$ cat config.mk
export PLATFORM = sky130hd
export DESIGN_NAME = fan_tach_rpm
export DESIGN_NICKNAME = d
export VERILOG_FILES = /design/src/rtl/fan_tach_rpm_pkg.sv /design/src/rtl/fan_tach_rpm_debounce.sv /design/src/rtl/fan_tach_rpm.sv
export SDC_FILE = /design/constraint.sdc
export NUM_CORES = 1
export LEC_CHECK = 0
export ABC_AREA = 1
export CORE_MARGIN = 1.5
export CORE_UTILIZATION = 30
export CTS_BUF_LIST = sky130_fd_sc_hd__clkbuf_16
export CTS_CLUSTER_DIAMETER = 50
export CTS_CLUSTER_SIZE = 10
export DETAILED_ROUTE_END_ITERATION = 6
export SETUP_SLACK_MARGIN = 0.05
export SLEW_MARGIN = 10
export SYNTH_ARGS = -nofsm -noshare
export SYNTH_HDL_FRONTEND = slang
export SYNTH_SLANG_ARGS = --single-unit
export TNS_END_PERCENT = 20
$ cat constraint.sdc
create_clock -name CLK -period 6.5 [get_ports CLK]
set_input_delay 0.65 -clock CLK [delete_from_list [all_inputs] [get_ports CLK]]
set_output_delay 0.65 -clock CLK [all_outputs]
set_load 0.1 [all_outputs]
$ cat src/rtl/fan_tach_rpm_pkg.sv
// Shared widths, limits and FSM encoding for the fan tachometer RPM meter.
package fan_pkg;

  localparam int RPM_W = 14;
  localparam logic [RPM_W-1:0] RPM_MAX = 14'h3FFF;
  localparam int CNT_W = 16;

  typedef enum logic [1:0] {
    IDLE = 2'd0,
    GATE = 2'd1,
    CALC = 2'd2
  } fan_state_t;

  function automatic logic [RPM_W-1:0] sat_rpm(input logic [31:0] v);
    return (v > 32'(RPM_MAX)) ? RPM_MAX : v[RPM_W-1:0];
  endfunction

endpackage

$ cat src/rtl/fan_tach_rpm_debounce.sv
// Tach input conditioning: 2-flop synchroniser, stability filter and
// single-cycle rising-edge pulse on the filtered level.
module tach_debounce
  import fan_pkg::*;
#(
  parameter int DEB_CYCLES = 16
) (
  input  logic CLK,
  input  logic nRST2,
  input  logic i_tach,
  output logic o_rise
);

  localparam int STAB_W = (DEB_CYCLES > 1) ? $clog2(DEB_CYCLES) : 1;
  localparam logic [STAB_W-1:0] STAB_LAST = STAB_W'(DEB_CYCLES - 1);

  if (DEB_CYCLES < 1) begin : g_bad_deb
    $error("tach_debounce: DEB_CYCLES must be at least 1");
  end

  logic              r_sync1;
  logic              r_sync2;
  logic              r_level;
  logic              r_level_q;
  logic [STAB_W-1:0] r_stab;

  // r_stab counts how many consecutive samples have disagreed with r_level;
  // the level flips on the DEB_CYCLES-th disagreeing sample.
  always_ff @(posedge CLK or negedge nRST2) begin
    if (!nRST2) begin
      r_sync1   <= 1'b0;
      r_sync2   <= 1'b0;
      r_level   <= 1'b0;
      r_level_q <= 1'b0;
      r_stab    <= '0;
    end else begin
      r_sync1   <= i_tach;
      r_sync2   <= r_sync1;
      r_level_q <= r_level;
      if (r_sync2 == r_level) begin
        r_stab <= '0;
      end else if (r_stab == STAB_LAST) begin
        r_level <= r_sync2;
        r_stab  <= '0;
      end else begin
        r_stab <= r_stab + 1'b1;
      end
    end
  end

  assign o_rise = r_level & ~r_level_q;

endmodule

$ cat src/rtl/fan_tach_rpm.sv
// Gated tach-edge counter producing FAN_RPM / PRV_FAN_RPM once per window.
// Optional stall detection is built when FAN_STALL_DET_EN is defined.
module fan_tach_rpm
  import fan_pkg::*;
#(
  parameter int CLK_HZ         = 50_000_000,
  parameter int GATE_MS        = 250,
  parameter int PULSES_PER_REV = 2,
  parameter int DEB_CYCLES     = 16,
  parameter int STALL_WINDOWS  = 4
) (
  input  logic             CLK,
  input  logic             nRST2,
  input  logic             ENABLE,
  input  logic             TACH,
  output logic [RPM_W-1:0] FAN_RPM,
  output logic [RPM_W-1:0] PRV_FAN_RPM,
  output logic             RPM_VALID,
  output logic             STALL
);

  localparam int PRE_DIV   = CLK_HZ / 1000;
  localparam int PRE_W     = (PRE_DIV > 1) ? $clog2(PRE_DIV) : 1;
  localparam int MS_W      = (GATE_MS > 1) ? $clog2(GATE_MS) : 1;
  localparam int RPM_SCALE = 60000 / (GATE_MS * PULSES_PER_REV);

  localparam logic [PRE_W-1:0] PRE_LAST = PRE_W'(PRE_DIV - 1);
  localparam logic [MS_W-1:0]  MS_LAST  = MS_W'(GATE_MS - 1);

  if ((CLK_HZ % 1000) != 0 || PRE_DIV < 1) begin : g_bad_clk
    $error("fan_tach_rpm: CLK_HZ must be a non-zero multiple of 1000");
  end
  if (GATE_MS < 1 || PULSES_PER_REV < 1) begin : g_bad_gate
    $error("fan_tach_rpm: GATE_MS and PULSES_PER_REV must be at least 1");
  end
  if ((60000 % (GATE_MS * PULSES_PER_REV)) != 0) begin : g_bad_scale
    $error("fan_tach_rpm: GATE_MS*PULSES_PER_REV must divide 60000 exactly");
  end
  if (STALL_WINDOWS < 1) begin : g_bad_stall
    $error("fan_tach_rpm: STALL_WINDOWS must be at least 1");
  end

  fan_state_t       r_state;
  logic [PRE_W-1:0] r_pre;
  logic [MS_W-1:0]  r_ms;
  logic [CNT_W-1:0] r_cnt;
  logic [CNT_W-1:0] r_cnt_latched;
  logic [RPM_W-1:0] r_fan_rpm;
  logic [RPM_W-1:0] r_prv_fan_rpm;
  logic             r_rpm_valid;

  logic             w_edge;
  logic             w_running;
  logic             w_ms_tick;
  logic             w_term;
  logic [CNT_W:0]   w_cnt_sum;
  logic [CNT_W-1:0] w_cnt_sat;
  logic [31:0]      w_rpm_full;

  tach_debounce #(
    .DEB_CYCLES(DEB_CYCLES)
  ) u_deb (
    .CLK   (CLK),
    .nRST2 (nRST2),
    .i_tach(TACH),
    .o_rise(w_edge)
  );

  assign w_running  = (r_state != IDLE);
  assign w_ms_tick  = w_running && (r_pre == PRE_LAST);
  assign w_term     = w_ms_tick && (r_ms == MS_LAST);
  assign w_cnt_sum  = {1'b0, r_cnt} + {{CNT_W{1'b0}}, w_edge};
  assign w_cnt_sat  = w_cnt_sum[CNT_W] ? {CNT_W{1'b1}} : w_cnt_sum[CNT_W-1:0];
  assign w_rpm_full = 32'(r_cnt_latched) * 32'(RPM_SCALE);

  // The prescaler and ms counter wrap on the terminal cycle, so the next
  // window starts counting in CALC and no tach edge falls between windows.
  always_ff @(posedge CLK or negedge nRST2) begin
    if (!nRST2) begin
      r_state       <= IDLE;
      r_pre         <= '0;
      r_ms          <= '0;
      r_cnt         <= '0;
      r_cnt_latched <= '0;
      r_fan_rpm     <= '0;
      r_prv_fan_rpm <= '0;
      r_rpm_valid   <= 1'b0;
    end else if (!ENABLE) begin
      r_state       <= IDLE;
      r_pre         <= '0;
      r_ms          <= '0;
      r_cnt         <= '0;
      r_cnt_latched <= '0;
      r_rpm_valid   <= 1'b0;
    end else begin
      r_rpm_valid <= 1'b0;
      if (w_running) begin
        r_pre <= (r_pre == PRE_LAST) ? '0 : r_pre + 1'b1;
        if (w_ms_tick) begin
          r_ms <= (r_ms == MS_LAST) ? '0 : r_ms + 1'b1;
        end
        if (w_term) begin
          r_cnt_latched <= w_cnt_sat;
          r_cnt         <= '0;
        end else begin
          r_cnt <= w_cnt_sat;
        end
      end
      case (r_state)
        IDLE: r_state <= GATE;
        GATE: begin
          if (w_term) begin
            r_state <= CALC;
          end
        end
        CALC: begin
          r_prv_fan_rpm <= r_fan_rpm;
          r_fan_rpm     <= sat_rpm(w_rpm_full);
          r_rpm_valid   <= 1'b1;
          r_state       <= w_term ? CALC : GATE;
        end
        default: r_state <= IDLE;
      endcase
    end
  end

  assign FAN_RPM     = r_fan_rpm;
  assign PRV_FAN_RPM = r_prv_fan_rpm;
  assign RPM_VALID   = r_rpm_valid;

`ifdef FAN_STALL_DET_EN
  localparam int STW = ($clog2(STALL_WINDOWS + 1) > 3) ? $clog2(STALL_WINDOWS + 1) : 3;
  localparam logic [STW-1:0] ST_TARGET = STW'(STALL_WINDOWS);

  logic [STW-1:0] r_stall_cnt;
  logic           r_stall;

  // Evaluated alongside the RPM update so STALL changes with RPM_VALID.
  always_ff @(posedge CLK or negedge nRST2) begin
    if (!nRST2) begin
      r_stall_cnt <= '0;
      r_stall     <= 1'b0;
    end else if (ENABLE && (r_state == CALC)) begin
      if (r_cnt_latched == '0) begin
        if (r_stall_cnt != ST_TARGET) begin
          r_stall_cnt <= r_stall_cnt + 1'b1;
        end
        if (r_stall_cnt >= ST_TARGET - 1'b1) begin
          r_stall <= 1'b1;
        end
      end else begin
        r_stall_cnt <= '0;
        r_stall     <= 1'b0;
      end
    end
  end

  assign STALL = r_stall;
`else
  assign STALL = 1'b0;
`endif

endmodule
Yosys cells after proc, flatten, opt, wreduce, memory -nomap -nowiden
Cells that the tools add are included.
- $add $sub $neg: 4
- multiply operators: 1
- $lt $le $gt $ge: 1
- equality and inequality tests: 10
- mux-type cells: 23
- bitwise operators: 3
- reduce and logical (&&, ||, !) cells: 8
- operators with widths (operator ; count):
    $mux 16 ; 10
    $mux 8 ; 4
    $gt 23x14->1 const B ; 1
    $mul 16x4->20 const B ; 1
    $add 16x1->17 ; 1
    $add 16x1->16 const B ; 1
    $eq 16x16->1 const B ; 1
    $mux 14 ; 1
    $add 8x1->8 const B ; 1
    $eq 8x8->1 const B ; 1
    $mux 4 ; 2
    $reduce_and 2->1 ; 4
    $mux 2 ; 3
    $ne 2x1->1 const B ; 3
    $pmux 2 s3 ; 1
    $add 4x1->4 const B ; 1
    $eq 4x4->1 const B ; 1
    $ne 3x3->1 const B ; 1
    $eq 2x1->1 const B ; 1
    $eq 2x2->1 const B ; 1
    $logic_and 1x1->1 ; 2
    $logic_not 2->1 ; 1
    $mux 1 ; 2
    $not 1->1 ; 2
    other kinds (3) ; 3
- register bits after elaboration: 95
- input bits: 4

Logic depth before layout (Yosys ltp)
Gate-level depths: netlist of run 1.
- depth in word-level cells: 7
- mapped depth: 18

Hierarchy
A second synthesis of run 1 with hierarchy kept.
- cells, all modules: 814
- area, all modules: 6246.0 um2
- by module, submodules not included (module ; instances ; cells an instance ; area an instance (um2)):
    fan_tach_rpm ; 1 ; 784 ; 5941.9
    tach_debounce ; 1 ; 30 ; 304.0

Worst setup path before layout of run 1
No wires, ideal clock.
- path kind: reg-to-reg
- start: reg r_cnt_latched[13]
- end: reg r_fan_rpm[10] (netlist: FAN_RPM[10])
- library setup time: 116 ps
- arrival: 2937 ps
- setup slack: 3447 ps
- stages on the path, launching flop included: 18
- buffers on the path: 0
- clock period less this slack: 3053 ps
- path through: dfrtp_1 > inv_1 > fa_1 > fa_1 > inv_1 > ha_1 > nand2_1 > inv_1 > nand2_1 > inv_1 > a21oi_1 > nand2_1 > nand2_1 > nand3_1 > nor2_2 > nand3_4 > nor2_1 > nor2_1
- longest elaborated chain between the ends: 3
- RTL lines (item ; line ; text):
    start, declared ; fan_tach_rpm.sv:47 ; logic [CNT_W-1:0] r_cnt_latched;
    start signal, assigned ; fan_tach_rpm.sv:103 ; r_cnt_latched <= w_cnt_sat;
    $mul 16x4->20 ; fan_tach_rpm.sv:74 ; assign w_rpm_full = 32'(r_cnt_latched) * 32'(RPM_SCALE);
    $gt 23x14->1 ; fan_tach_rpm_pkg.sv:15 ; return (v > 32'(RPM_MAX)) ? RPM_MAX : v[RPM_W-1:0];
    $mux 14 ; fan_tach_rpm_pkg.sv:15 ;
    end signal, assigned ; fan_tach_rpm.sv:118 ; r_fan_rpm <= sat_rpm(w_rpm_full);
    end, declared ; fan_tach_rpm.sv:48 ; logic [RPM_W-1:0] r_fan_rpm;
Every way passes these cells.
A chain may end at the register's enable or synchronous reset.

Worst setup path in the final report of run 1
- start: reg r_cnt_latched[7]
- end: reg r_fan_rpm[8] (netlist: FAN_RPM[8])
The elaborated chain is that of the path after synthesis.

==> results of run 1 <==
[cells in the final DEF (no fill, tap or decap), types with 3 or more instances in the layout]
master,Yosys,routed
dfrtp_1,91,91
nand4_1,12,12
nor3_1,12,12
nor4_1,4,4
nor2_2,7,7
ha_1,29,29
inv_2,3,3
o21ai_0,28,28
a21oi_1,26,26
or2_2,7,7
xor2_1,21,21
clkbuf_16,0,9
nand3_1,37,37
o21ai_1,5,5
nor2_1,72,72
fa_1,29,29
o22ai_1,18,18
nand2_2,6,6
clkdlybuf4s50_1,0,31
inv_1,150,151
o22ai_2,9,9
nand2_1,183,183
[flip-flops by register name, summed over array words and instances (netlist names)]
name and count:
u_deb.r_sync2 1, u_deb.r_level_q 1, r_cnt 16, RPM_VALID 1, u_deb.r_stab 4, FAN_RPM 12
PRV_FAN_RPM 12, r_state 2, u_deb.r_sync1 1, r_cnt_latched 16, r_ms 8, r_pre 16
u_deb.r_level 1
[cell families after synthesis]
kind of cell	share of synthesized area, %
xor gates and xnor gates	3.17
adders and majority gates	14.9
other	0.0590
AOI/OAI and AO/OA	9.77
muxes	0.158
and+or+nand+nor	25.0
DFF	35.8
buffers and inverters	11.2
[stage by stage]
stage	worst slack [ns]	util [%]	hold slack, ns	instances
floorplan	3.45	-	0.331	800
global placement	3.08	33.0	0.332	1090
detailed placement	3.04	33.0	0.337	1090
CTS	3.03	34.4	0.188	1105
global route	2.79	34.4	0.198	1105
finish	3.07	34.4	0.186	1105
[power groups by stage]
stage	Clock [mW]	Sequential, mW	Combinational (mW)
2_1_floorplan	0	0.635	0.0314
3_3_place_gp	0	0.593	0.103
3_5_place_dp	0	0.594	0.104
4_1_cts	0.545	0.583	0.105
5_1_grt	0.567	0.584	0.112
6_report	0.531	0.583	0.103
[path summary, 6_finish.rpt]
check / slack (ns) / startpoint / cells after the start / endpoint
max in group asynchronous: 5.16 / nRST2 / 2 / FAN_RPM[10]
hold reg to reg: 0.35 / u_deb.r_sync1 / 0 / u_deb.r_sync2
setup reg to reg: 3.07 / r_cnt_latched[7] / 18 / FAN_RPM[8]
setup / recovery: 3.07 / r_cnt_latched[7] / 18 / FAN_RPM[8]
min in group CLK: 0.35 / u_deb.r_sync1 / 0 / u_deb.r_sync2
hold / removal: 0.19 / nRST2 / 1 / u_deb.r_stab[2]
[layer usage]
metal | share of wire, % | global-route usage [%] | wire length [um]
met5 | 0 | 0 | 0
met3 | 3.6 | 3.01 | 462
met4 | 2.2 | 4.41 | 282
met2 | 45 | 20.5 | 5760
met1 | 50 | 17.4 | 6430
[worst register-to-register path: stages, from the launching register on]
cell and delay (ns):
dfrtp_1 0.36, inv_1 0.24, fa_1 0.51, fa_1 0.51, inv_1 0.04, ha_1 0.37
nand2_1 0.15, nor2_1 0.15, nand3_1 0.08, nand2_1 0.15, nand2_1 0.09, nand2_1 0.06
nand2_1 0.05, nand2_1 0.05, nand2_1 0.06, nor2_2 0.13, nand3_4 0.15, nor2_1 0.13
nor2_1 0.05
[layout make-up]
type	count	area (um^2)
tap	275	344
inverter	155	584
sequential	91	2280
multi-input combinational	536	3370
fill	2192	13700
clock buffer	9	225
clock inverter	6	67.6
timing repair buffer	33	325
==> impl_metrics.yaml, run 1 <==
run_status:
  outcome: "completed"
floorplan:
  die_y_um: 149
  start_util_pct: 30.4
  ios: 34
  dieArea_um2: 22100
  coreArea_um2: 20900
  die_w_um: 149
  num_rows: 53
sta:
  hold_violations: 0
  slew_violations: 0
  max_freq_mhz: 292
  fin_crit_sh_pct: 52.7
  setup_viol: 0
  worst_pin_slew_ns: 0.983
  max-slew-margin-rel_pct: 34.3
  finalCriticalPeriod_ns: 3.43
  rsz0062_at_grt: "no"
  setup_tns_ns: 0
  fin_worst_skew_ns: 0.0119
worst_setup_path:
  slowest_delay_ns: 0.51
  critPathLaunchType: "flop"
  crit_required_ns: 6.74
  arrival_ns: 3.67
  critPathMostFrequentCell: "nand2_1"
  cp_cell_sequence: "inv_1 -> fa_1 -> fa_1 -> inv_1 -> ha_1 -> nand2_1 -> nor2_1 -> nand3_1 -> nand2_1 -> nand2_1 -> nand2_1 -> nand2_1 -> nand2_1 -> nand2_1 -> nor2_2 -> nand3_4 -> nor2_1 -> nor2_1"
  crit_path_end_kind: "flop"
  crit_buf_inv: 2
  cpMaxStageDelayCell: "fa_1"
  crit_type: "reg -> reg"
  path_delay_family: "adder cells"
  crit_fanout: 10
synth:
  synth.most_common_cell: "nand2_1"
  ys.flop_type: "dfrtp_1"
  synth_fp_nets: 862
  ys_types: 48
  synth_commonest_cells: "nand2_1, inv_1, dfrtp_1"
  async_flop_share_pct: 100
  ys_seq_area_share_pct: 35.8
  synth_top_cell_area_share_pct: 35.8
  synthCells: 800
  synth_top_area_cell: "dfrtp_1"
  synth-edff-count: 0
  avgSynthCellArea_um2: 7.94
  synthTopCellsByArea: "dfrtp_1, nand2_1, fa_1, inv_1, ha_1"
  syn-cell-area_um2: 6350
  ys_ff_latch: 91
  yosysWarnings: 0
global_route:
  antenna_found_initial: 0
  grt_pass1_vias: 4839
  grt-ovfl-total: 0
  grt_max_degree: 68
  grt_pass1_wl_um: 23200
  grt.total_usage_pct: 12.9
power_and_ir_drop:
  switching_share_pct: 26.4
  powerDensity_nw_per_um2: 169
  clkPwrFrac_pct: 43.6
  seq_power_share_pct: 47.9
  p_int_uw: 895
  ir_worst_vdd_mv: 0.103
  p_switching_uw: 321
  p_total_mw: 1.22
  comb_power_share_pct: 8.5
  p_leak_nw: 3.51
route:
  post_drt_wl_per_cell_um: 11.7
  first_pass_iters: 5
  wirelength_um: 12900
  post_drt_via_cell_ratio: 4.51
  initialDrtViolationCount: 239
  drcViolationCount: 0
  via_count: 4980
  antenna_left: 0
layout:
  diodes: 0
  drive_gt1_share_pct: 7.23
  nNetsFinal: 888
  synthToLayoutAreaGrowth_pct: 13.2
  stdcell_area_um2: 7190
clock_network:
  cts_tree: "built"
  cts_resized: 0
  clkSinkCount: 91
  cts_buffers: 9
  clock_latency_ns: 0.35
  cts_setup_buffers: 0
  ctsLongestPathBuffers: 2
  cts.clk_slew.worst_paths_ns: 0.07
  cts_root_buf: "clkbuf_16"
  cts-hold-fix-buffers: 0
  htreeDepth: 3
place:
  hpwl_um: 9790
  port_buffers: 32
  postPlaceCellArea_um2: 6900
  finalWeightedCongestion: 0.862
flow_run:
  max_cap_viol_count: 0
min_path:
  hold_path_class: "in -> async"
Note: power is estimated with default switching activity, not from simulation.
==> run 2, diff against run 1 <==
Clock period 6.5 ns to 3.2 ns, I/O delays scaled along.
==> run 2 against run 1 <==
The flow now finishes with violations (negative setup slack). Register-to-register slack worse by 3.1 ns. Design area up 13%. Count of clock-buffer cells in the layout unchanged. Via count up 6.0%. Critical path type unchanged. Highest routed layer unchanged.
==> impl_metrics.yaml, run 2 (synthesis results as in run 1) <==
global_route:
  grt.total_usage_pct: 13.1
  grt-ovfl-total: 0
  grt_pass1_vias: 5008
  grt_pass1_wl_um: 23400
  antenna_found_initial: 0
  grt_max_degree: 74
power_and_ir_drop:
  p_leak_nw: 3.92
  ir_worst_vdd_mv: 0.225
  powerDensity_nw_per_um2: 307
sta:
  fin_crit_sh_pct: 100
  timing.final.ws_setup_ns: -0.00390
  slew_violations: 0
  max-slew-margin-rel_pct: 34.7
  hold_ws_ns: 0.352
  fin_worst_skew_ns: 0.0110
  setup_viol: 1
  hold_violations: 0
  rsz0062_at_grt: "yes"
  finalCriticalPeriod_ns: 3.20
  max_freq_mhz: 312
  worst_pin_slew_ns: 0.977
worst_setup_path:
  crit_required_ns: 3.44
  crit_path_end_kind: "flop"
  crit_fanout: 5
  arrival_ns: 3.44
  crit_type: "reg -> reg"
  critPathLaunchType: "flop"
route:
  post_drt_wl_per_cell_um: 11.7
  post_drt_via_cell_ratio: 4.49
  via_count: 5280
  initialDrtViolationCount: 248
  drcViolationCount: 0
  wirelength_um: 13800
  first_pass_iters: 5
  antenna_left: 0
floorplan:
  die_y_um: 149
  coreArea_um2: 20900
  ios: 34
  num_rows: 53
  dieArea_um2: 22100
  start_util_pct: 30.4
  die_w_um: 149
layout:
  nFillCells: 2111
  reg.largest.list: "r_cnt: 16 flops, r_cnt_latched: 16 flops, r_pre: 16 flops"
  final_common_cell: "nand2_1"
  stdcell_area_um2: 8120
  synthToLayoutAreaGrowth_pct: 27.8
  diodes: 0
  drive_gt1_share_pct: 22.9
  final_cell_mix: "nand2_1, inv_1, dfrtp_1"
  nNetsFinal: 958
clock_network:
  clkSinkCount: 91
  cts_root_buf: "clkbuf_16"
  cts.clk_slew.worst_paths_ns: 0.07
  cts_buffers: 9
  clock_latency_ns: 0.36
  htreeDepth: 3
  cts_tree: "built"
  ctsLongestPathBuffers: 2
place:
  hpwl_um: 9980
  finalWeightedCongestion: 0.838
  port_buffers: 32
  postPlaceCellArea_um2: 7310
run_status:
  violations: "negative setup slack"
  outcome: "finished, violations left"
flow_run:
  max_cap_viol_count: 0
min_path:
  hold_path_class: "reg -> reg"
==> run 2: cell types whose count changed in the layout (fill, tap and decap cells not counted), moves of 6 or more <==
cell | before | now
nand3_2 | 1 | 7
nand3_1 | 37 | 31
ha_1 | 29 | 15
nand2_2 | 6 | 22
nand2_1 | 183 | 163
ha_4 | 0 | 14
inv_1 | 151 | 134
nor2_1 | 72 | 62
buf_4 | 2 | 68
inv_2 | 3 | 16
==> run 2: final timing paths <==
kind	to	from	slack [ns]	cells after the start
worst max-delay path	FAN_RPM[13]	r_cnt_latched[8]	-0.004	16
worst min-delay path	u_deb.r_sync2	u_deb.r_sync1	0.35	0
worst max register to register	FAN_RPM[13]	r_cnt_latched[8]	-0.004	16
worst min register to register	u_deb.r_sync2	u_deb.r_sync1	0.35	0
max in group asynchronous	PRV_FAN_RPM[11]	nRST2	2.13	3
min in group asynchronous	u_deb.r_sync2	nRST2	0.39	2
==> run 2: layout make-up <==
| cell class | instances | area [um^2] | share of cell area (%) |
|---|---|---|---|
| inverters | 155 | 594 | 7.32 |
| repair buffers | 102 | 862 | 10.6 |
| flip-flops and latches | 91 | 2280 | 28.0 |
| clock inverters | 7 | 75.1 | 0.924 |
| multi-input cells | 537 | 3740 | 46.1 |
| well taps | 275 | 344 | 4.24 |
| clock buffers | 9 | 225 | 2.77 |
==> run 2: critical path, stage by stage (launching register included) <==
cell and delay (ns):
dfrtp_1 0.38, inv_2 0.13, fa_1 0.45, fa_1 0.56
inv_2 0.05, ha_4 0.30, nand2_4 0.08, nor2_2 0.13
nand3_1 0.14, nand3_2 0.12, nand2_1 0.06, nand2_1 0.06
nand3_1 0.10, nor2_4 0.21, nand3_4 0.14, nor2_2 0.14
nor2_1 0.05
==> run 2: metrics by stage <==
stage | setup TNS, ns | total power, mW | util [%] | cells | worst slack, ns
4_1_cts | 0 | 2.53 | 37.8 | 1166 | 0.0537
3_3_place_gp | -1.51 | 1.42 | 35.0 | 1143 | -0.128
5_1_grt | -1.64 | 2.58 | 38.9 | 1176 | -0.180
6_report | -0.00390 | 2.49 | 38.9 | 1176 | -0.00390
3_5_place_dp | -1.65 | 1.42 | 35.0 | 1143 | -0.173
2_1_floorplan | 0 | 1.35 | - | 800 | 0.147
==> run 2: per-layer routing <==
layer,part of all wire [%],GRT usage [%],vias up,routed length (um)
li1,-,-,2695,-
met1,48,17.3,2483,6600
met2,47,21.5,81,6480
met3,3.2,1.96,21,447
met4,2.1,5.05,0,285
met5,0,0,-,0
==> run 2: repair_timing <==
item,CTS,global route
resized for setup,49,44
setup buffers,5,10
setup endpoints to repair,12,12
hold endpoints to repair,18,0
gates cloned,1,0
hold buffers,1,0
pin swaps,6,25
==> run 2: power by group <==
part	internal [mW]	total [mW]	switching, mW	leakage (nW)
combinational	0.0477	0.215	0.167	2.56
sequential	1.17	1.18	0.0132	1.21
clock	0.613	1.09	0.482	0.150
==> run 3, diff against run 2 <==
Settings changed: CORE_UTILIZATION 30 to 53, PLACE_DENSITY set to 0.72.
==> run 3 against run 2 <==
The flow finishes with violations (design-rule violations, negative setup slack). Total power is 1.3% higher. Wire length increased by 0.61%. Die area is 43% lower. First-iteration DRC count is 15% higher. Critical path depth unchanged. Clock power is 4% higher. Clock skew about the same. Sequential power is essentially flat. Setup slack worse by 0.024 ns. Cell count shrank 12%.
==> impl_metrics.yaml, run 3 (synthesis results as in run 1) <==
global_route:
  grt-ovfl-total: 0
  grt.total_usage_pct: 22.9
  grt_pass1_wl_um: 23500
  antenna_found_initial: 0
  grt_pass1_vias: 5198
  grt_max_degree: 73
place:
  dp_slack_ns: -0.128
  port_buffers: 32
  finalWeightedCongestion: 0.883
  placed_cells: 1009
  hpwl_um: 10100
layout:
  final_util_pct: 67.3
  nNetsFinal: 949
  diodes: 0
  drive_gt1_share_pct: 19.5
  final_common_cell: "nand2_1"
  layoutNonFillerInstCount: 1034
  final_cell_mix: "nand2_1, inv_1, dfrtp_1"
  synthToLayoutAreaGrowth_pct: 22.5
  reg.largest.list: "r_cnt: 16 flops, r_cnt_latched: 16 flops, r_pre: 16 flops"
route:
  post_drt_via_cell_ratio: 5.17
  first_pass_iters: 7
  drcViolationCount: 7
  via_count: 5350
  wirelength_um: 13900
  initialDrtViolationCount: 284
  post_drt_wl_per_cell_um: 13.4
  antenna_left: 0
sta:
  max-slew-margin-rel_pct: 34.9
  slew_violations: 0
  fin_worst_skew_ns: 0.0109
  setup_viol: 3
  hold_violations: 0
  hold_ws_ns: 0.0813
  rsz0062_at_grt: "yes"
  finalCriticalPeriod_ns: 3.23
  fin_crit_sh_pct: 101
  timing.final.ws_setup_ns: -0.0279
  worst_pin_slew_ns: 0.974
  max_freq_mhz: 310
clock_network:
  ctsLongestPathBuffers: 2
  cts_tree: "built"
  cts_buffers: 9
  cts.clk_slew.worst_paths_ns: 0.07
  cts_root_buf: "clkbuf_16"
  htreeDepth: 3
  clock_latency_ns: 0.34
  cts-hold-fix-buffers: 0
  clkSinkCount: 91
min_path:
  hold_path_class: "in -> async"
worst_setup_path:
  regToRegSetupSlack_ns: -0.03
  arrival_ns: 3.46
  worstRegToRegCells: 16
  crit_required_ns: 3.43
  crit_path_end_kind: "flop"
  crit_fanout: 5
  r2r_start: "r_cnt_latched[1]"
  critPathLaunchType: "flop"
  r2r_end: "FAN_RPM[6]"
  crit_type: "reg -> reg"
floorplan:
  die_w_um: 112
  num_rows: 39
  ios: 34
  dieArea_um2: 12700
  coreArea_um2: 11600
  start_util_pct: 54.9
  die_y_um: 112
flow_run:
  max_cap_viol_count: 0
power_and_ir_drop:
  powerDensity_nw_per_um2: 324
  p_total_mw: 2.52
  ir_worst_vdd_mv: 0.264
  p_leak_nw: 3.82
run_status:
  outcome: "finished, violations left"
  violations: "design-rule violations, negative setup slack"
run 3: changes by cell type in the layout (fill, tap and decap cells not counted), sizes merged:
cell,before,now
clkinvlp,1,0
dlygate4sd3,1,0
inv,158,157
bufinv,1,2
buf,70,62
run 3: how the worst max path moves through the flow:
| stage | start | to | slack (ns) | cells past startpoint |
|---|---|---|---|---|
| 2_1_floorplan | r_cnt_latched[13] | FAN_RPM[10] | 0.15 | 17 |
| 3_3_place_gp | r_cnt_latched[5] | FAN_RPM[9] | -0.06 | 16 |
| 3_5_place_dp | r_cnt_latched[6] | FAN_RPM[13] | -0.13 | 16 |
| 4_1_cts | r_cnt_latched[6] | FAN_RPM[13] | 0.05 | 18 |
| 5_1_grt | r_cnt_latched[1] | FAN_RPM[13] | -0.16 | 16 |
| 6_report | r_cnt_latched[1] | FAN_RPM[6] | -0.03 | 16 |
run 3: critical path, cell delays in order, from the launching register on:
cell and delay [ns]:
dfrtp_1 0.41, buf_6 0.13, fa_1 0.49, fa_1 0.55, fa_2 0.43, nand2_2 0.10, nand2_1 0.06, nand3_2 0.08
nand2_2 0.07, nand2_1 0.09, nand3_1 0.07, nand2_1 0.07, nand2_1 0.08, nor2_4 0.17, nand3_4 0.14, nor2_1 0.13
nor2_1 0.05
run 3: area by class of cell:
class,instances,area [um^2]
Multi-Input combinational cell,537,3640
Sequential cell,91,2280
Clock inverter,6,90.1
Inverter,155,587
Tap cell,143,179
Clock buffer,9,225
Timing Repair Buffer,93,783
Fill cell,899,3780
run 3: routing by layer:
| metal | part of all wire, % | vias up | track usage (%) | wire length, um |
|---|---|---|---|---|
| li1 | - | 2685 | - | - |
| met1 | 46 | 2512 | 30.7 | 6440 |
| met2 | 47 | 131 | 37.8 | 6570 |
| met3 | 4.2 | 22 | 3.89 | 589 |
| met4 | 2.1 | 0 | 7.76 | 285 |
| met5 | 0 | - | 0 | 0 |
run 3: where the power goes:
part | total (mW) | switching, mW | internal (mW)
sequential | 1.18 | 0.0137 | 1.17
clock | 1.13 | 0.444 | 0.684
combinational | 0.211 | 0.167 | 0.0446
total | 2.52 | 0.625 | 1.90
run 3: metrics by stage:
stage	TNS (ns)	area (um^2)
2_1_floorplan	0	6350
3_3_place_gp	-0.598	7110
3_5_place_dp	-1.34	7110
4_1_cts	0	7670
5_1_grt	-1.35	7780
6_report	-0.0545	7780
run 3: timing repair:
item / 4_1_cts / 5_1_grt
pin swaps: 7 / 19
setup endpoints to repair: 12 / 12
cloned: 1 / 0
setup buffers: 4 / 5
resized for setup: 39 / 21
